### config.mk
export PLATFORM = sky130hd
export DESIGN_NAME = dac081s101_driver
export DESIGN_NICKNAME = d
export VERILOG_FILES = /design/src/rtl/dac_pkg.sv /design/src/rtl/dac081s101_driver_half_tick.sv /design/src/rtl/dac081s101_driver.sv
export SDC_FILE = /design/constraint.sdc
export NUM_CORES = 1
export LEC_CHECK = 0
export CAP_MARGIN = 15
export CELL_PAD_IN_SITES_DETAIL_PLACEMENT = 0
export CELL_PAD_IN_SITES_GLOBAL_PLACEMENT = 1
export CORE_MARGIN = 3
export CORE_UTILIZATION = 40
export DETAILED_ROUTE_END_ITERATION = 10
export GPL_ROUTABILITY_DRIVEN = 0
export HOLD_SLACK_MARGIN = 0.06
export PLACE_DENSITY = 0.83
export SETUP_SLACK_MARGIN = 0.1
export SYNTH_ARGS = -nofsm -noshare
export SYNTH_HDL_FRONTEND = slang
export SYNTH_SLANG_ARGS = --single-unit
### constraint.sdc
create_clock -name clk -period 2.6 [get_ports clk]
set_input_delay 0.26 -clock clk [delete_from_list [all_inputs] [get_ports clk]]
set_output_delay 0.26 -clock clk [all_outputs]
set_load 0.02 [all_outputs]
### src/rtl/dac_pkg.sv
// Shared constants, frame layout and FSM states for the DAC081S101 SPI write driver.
package dac_pkg;

    localparam logic [1:0] PD_NORMAL = 2'b00;
    localparam logic [1:0] PD_1K     = 2'b01;
    localparam logic [1:0] PD_100K   = 2'b10;
    localparam logic [1:0] PD_HIZ    = 2'b11;

    localparam int FRAME_BITS = 16;

    typedef enum logic [1:0] {
        IDLE,
        SETUP,
        SHIFT,
        GAP
    } dac_state_t;

    // Frame as the DAC expects it: two don't-care zeros, PD bits, code, four trailing zeros.
    function automatic logic [FRAME_BITS-1:0] dac_frame(input logic [1:0] pd, input logic [7:0] code);
        return {2'b00, pd, code, 4'b0000};
    endfunction

endpackage

### src/rtl/dac081s101_driver_half_tick.sv
// Divider that emits a one-cycle tick every HALF_DIV clocks while enabled.
module spi_half_tick #(
    parameter int HALF_DIV = 2
) (
    input  logic clk,
    input  logic rst,
    input  logic en,
    output logic tick
);

    localparam int CW = (HALF_DIV > 1) ? $clog2(HALF_DIV) : 1;
    localparam logic [CW-1:0] LAST = CW'(HALF_DIV - 1);

    logic [CW-1:0] cnt;

    assign tick = en && (cnt == LAST);

    // Clearing while disabled guarantees every frame starts phase-aligned.
    always_ff @(posedge clk) begin
        if (rst || !en)
            cnt <= '0;
        else if (tick)
            cnt <= '0;
        else
            cnt <= cnt + 1'b1;
    end

endmodule

### src/rtl/dac081s101_driver.sv
// SPI write master for the DAC081S101: start/ready handshake, 16-bit MSB-first frame, SYNC-high gap.
module dac081s101_driver
    import dac_pkg::*;
#(
    parameter int HALF_DIV = 2,
    parameter int GAP_CYC  = 4
) (
    input  logic       clk,
    input  logic       rst,
    input  logic       dac_start,
    input  logic [7:0] dac_data,
    input  logic [1:0] dac_pd,
    output logic       dac_ready,
    output logic       dac_done,
    output logic       dac_sync,
    output logic       dac_sclk,
    output logic       dac_din
);

    localparam int GW = (GAP_CYC > 1) ? $clog2(GAP_CYC) : 1;
    localparam logic [GW-1:0] GAP_LAST = GW'(GAP_CYC - 1);

    dac_state_t            state, state_d;
    logic                  sync_q, sync_d;
    logic                  sclk_q, sclk_d;
    logic                  din_q, din_d;
    logic                  done_q, done_d;
    logic [FRAME_BITS-1:0] shreg, shreg_d;
    logic [3:0]            bitcnt, bitcnt_d;
    logic [GW-1:0]         gapcnt, gapcnt_d;
    logic [FRAME_BITS-1:0] frame;
    logic                  tick;

    assign frame = dac_frame(dac_pd, dac_data);

    spi_half_tick #(.HALF_DIV(HALF_DIV)) u_tick (
        .clk  (clk),
        .rst  (rst),
        .en   ((state == SETUP) || (state == SHIFT)),
        .tick (tick)
    );

    always_ff @(posedge clk) begin
        if (rst) begin
            state  <= IDLE;
            sync_q <= 1'b1;
            sclk_q <= 1'b1;
            din_q  <= 1'b0;
            done_q <= 1'b0;
            shreg  <= '0;
            bitcnt <= '0;
            gapcnt <= '0;
        end else begin
            state  <= state_d;
            sync_q <= sync_d;
            sclk_q <= sclk_d;
            din_q  <= din_d;
            done_q <= done_d;
            shreg  <= shreg_d;
            bitcnt <= bitcnt_d;
            gapcnt <= gapcnt_d;
        end
    end

    always_comb begin
        state_d  = state;
        sync_d   = sync_q;
        sclk_d   = sclk_q;
        din_d    = din_q;
        done_d   = 1'b0;
        shreg_d  = shreg;
        bitcnt_d = bitcnt;
        gapcnt_d = gapcnt;
        case (state)
            IDLE: begin
                if (dac_start) begin
                    state_d  = SETUP;
                    sync_d   = 1'b0;
                    sclk_d   = 1'b1;
                    shreg_d  = frame;
                    din_d    = frame[FRAME_BITS-1];
                    bitcnt_d = 4'(FRAME_BITS - 1);
                end
            end
            SETUP: begin
                if (tick) begin
                    state_d = SHIFT;
                    sclk_d  = 1'b0;
                end
            end
            SHIFT: begin
                if (tick) begin
                    if (!sclk_q) begin
                        // Rising edge: DAC already took this bit on the fall, present the next one.
                        sclk_d  = 1'b1;
                        din_d   = shreg[FRAME_BITS-2];
                        shreg_d = {shreg[FRAME_BITS-2:0], 1'b0};
                    end else if (bitcnt == 4'd0) begin
                        state_d  = GAP;
                        sync_d   = 1'b1;
                        din_d    = 1'b0;
                        done_d   = 1'b1;
                        gapcnt_d = '0;
                    end else begin
                        sclk_d   = 1'b0;
                        bitcnt_d = bitcnt - 4'd1;
                    end
                end
            end
            GAP: begin
                if (gapcnt == GAP_LAST)
                    state_d = IDLE;
                else
                    gapcnt_d = gapcnt + 1'b1;
            end
            default: state_d = IDLE;
        endcase
    end

    assign dac_ready = (state == IDLE);
    assign dac_done  = done_q;
    assign dac_sync  = sync_q;
    assign dac_sclk  = sclk_q;
    assign dac_din   = din_q;

endmodule

==> summary.txt <==
STA
  – Setup violators final: 0
  – Final period util: 0.846
  – Slew @ Worst Pin: 484 ps
  – Worst slew margin: 0.676
  – RSZ-0062 raised after global routing: no
  – Hold Fails Final Rpt: 0
  – Final total negative setup slack: 0 ps
  – Clock Skew: 1.98 ps
  – Final min period: 2200 ps
  – Slew Viols, Final: 0
  – Fmax: 455 MHz
  – Worst Setup Slack, final: 401 ps
  – Worst Hold Margin: 460 ps

Global routing
  – Global Route Usage Sum: 0.159
  – Largest net degree at the start of global routing: 21
  – Initial antenna violation count: 0
  – Vias in the first global route: 997
  – First-pass GRT wire length: 4510 µm
  – Overflow after GRT: 0

Yosys
  – Seq cells post-synth: 24
  – Post-synth ARST share: 0
  – Post-synth top area cell: dfxtp_1
  – Top cells by count, synth: dfxtp_1, a211oi_1, nor2_1
  – Commonest register cell after synthesis: dfxtp_1
  – Number of distinct library cells after synthesis: 39
  – Cell Area, Synth: 1260 µm²
  – Most frequent cell after synthesis: dfxtp_1
  – Synth area leaders: dfxtp_1, mux2i_1, a211oi_1, ha_1, nor2_1
  – Syn_area_per_cell: 9.05 µm²
  – Syn Nets: 158
  – Sequential area share after synthesis: 0.382
  – Mapped Cells: 139
  – Synth Warn #: 0
  – Yosys top cell area share: 0.382
  – Post-synth EDFFs: 0

Cells and area
  – Multi-input logic area: 723 µm²
  – Final nets: 178
  – Post-Layout Inst Area: 1540 µm²
  – Non-Filler Instances: 200
  – Filler Cell Count: 283
  – Layout cell share with drive strength beyond 1: 0.101
  – FF+latch area: 480 µm²
  – Util after Layout: 0.534
  – N_diodes: 0
  – Area grow syn2layout: 22.1%

CTS
  – Postcts setup bufs: 0
  – Clock-pin slew on the worst setup and hold paths: 130 ps
  – CTS tree: done
  – CTS Buffer Depth: 2
  – Hold_buf cts: 0
  – CTS H-tree depth: 1
  – Clock latency on the worst-skew pair: 320 ps
  – Root Buffer: clkbuf_4
  – Cts repair resizes: 0
  – Clock Sinks: 24
  – Num CTS Buffers: 3

Critical path
  – Worst setup SP type: flip-flop
  – CP bufs+invs: 1
  – FF-to-FF setup slack: 400 ps
  – Crit Path Category: reg2reg
  – CP cell instances: inv_1 -> ha_1 -> nor2b_4 -> or4_4 -> or4_1 -> o211a_1
  – Worst R2R Start: state[0]$_SDFFE_PP0P_
  – Crit Path Max Fanout: 6
  – Worst path slowest cell: or4_4
  – Reg-to-Reg End: state[0]$_SDFFE_PP0P_
  – CP peak stage delay: 550 ps
  – Reg2Reg Depth: 6
  – Critical path capture point type: flip-flop
  – Critical Path RT: 2830 ps
  – Arr. time, crit path: 2420 ps
  – Largest delay share family, worst path: simple AND/OR/NAND/NOR gates

Drt
  – WL/cell: 13.0 µm
  – DR DRC count: 0
  – Iteration-0 DRC Markers: 41
  – Routed via count: 1060
  – Drt pass-1 iters: 4
  – Antenna-violating nets left: 0
  – Via density per instance: 5.30
  – Wirelength, routed: 2610 µm

Power
  – PwrDens: 1090 nW/µm²
  – Clk network pwr share: 0.160
  – Pint: 1.03 mW
  – Flop pwr share: 0.343
  – VDD IR-drop max: 480 µV
  – NetSw: 0.653 mW
  – Switching Share: 0.389
  – P_leak: 0.606 nW
  – Overall power: 1.68 mW
  – Share of total power in combinational logic: 0.496

Die
  – IO Pins: 18
  – Die W: 62.1 µm
  – Core Footprint: 2880 µm²
  – Die Area: 3850 µm²
  – Die extent in y: 62.1 µm
  – Rows: 19
  – Initial Util: 0.437

Placed design
  – I/O Buffers: 17
  – DP Worst Slack: 434 ps
  – Hpwl dp: 1900 µm
  – DP Cell Count: 196
  – Post-Place Cell Area: 1480 µm²

Min path
  – Hold Path Sink: dac_din$_SDFFE_PP0P_
  – Hold Path Depth: 2
  – Hold_sp: shreg[14]$_SDFFE_PP0P_
  – Hold Path Class: reg2reg

Outcome
  – Status: finished clean

Job
  – Max-Cap Viols: 0
-- placed cells by master, fill, tap and decap left out, drive strengths merged, types with 6 or more instances in the layout --
cell,netlist,routed
a21oi,7,7
nand2,9,9
clkdlybuf4s50,0,17
ha,6,6
mux2i,10,10
a211oi,11,11
inv,6,6
nor3,6,6
dfxtp,24,24
nor2,11,11
-- cell families after synthesis --
family | synth area share
AND/OR/NAND/NOR | 0.223
buffers and inverters | 0.0468
adder cells (fa/ha/maj) | 0.0597
multiplexers | 0.0886
flip-flops | 0.382
AO/OA/AOI/OAI | 0.193
XOR/XNOR | 0.00697
-- power groups by stage --
stage	Combinational [mW]	Clock (mW)	Sequential, mW
global route	0.922	0.292	0.597
finish	0.834	0.269	0.576
detailed placement	0.831	0	0.583
CTS	0.835	0.281	0.576
floorplan	0.604	0	0.574
global placement	0.800	0	0.577
-- worst reg2reg max path, stage by stage (launching register included) --
cell and delay, ps:
dfxtp_1 420, inv_1 90, ha_1 260, nor2b_4 170, or4_4 550, or4_1 480
o211a_1 140
-- routing by layer --
metal  vias up  GRT usage  wire [µm]
li1        543          -          -
met1       500      0.186       1170
met2        15      0.274       1320
met3         2     0.0517        101
met4         0     0.0515         18
met5         -          0          0
-- layout make-up --
class / count / area share
inverters: 7 / 0.0171
well taps: 42 / 0.0342
clock inverters: 1 / 0.0196
repair buffers: 21 / 0.130
multi-input cells: 102 / 0.471
flip-flops and latches: 24 / 0.313
clock buffers: 3 / 0.0147
-- worst max path at each step --
stage,cells after the start,slack (ps),from,to
3_3_place_gp,5,510,dac_start,state[0]$_SDFFE_PP0P_
3_5_place_dp,6,430,state[0]$_SDFFE_PP0P_,state[0]$_SDFFE_PP0P_
5_1_grt,6,320,state[1]$_SDFFE_PP0P_,state[0]$_SDFFE_PP0P_
6_report,6,400,state[0]$_SDFFE_PP0P_,state[0]$_SDFFE_PP0P_
4_1_cts,6,410,state[0]$_SDFFE_PP0P_,state[0]$_SDFFE_PP0P_
2_1_floorplan,6,480,state[0]$_SDFFE_PP0P_,state[0]$_SDFFE_PP0P_
-- registers in the layout, indices dropped and copies added, names as in the netlist --
| signal | cells |
|---|---|
| u_tick.cnt | 1 |
| dac_sclk | 1 |
| state | 2 |
| bitcnt | 4 |
| gapcnt | 2 |
| dac_done | 1 |
| shreg | 11 |
| dac_sync | 1 |
| dac_din | 1 |
Note: power is estimated with default switching activity, not from simulation.
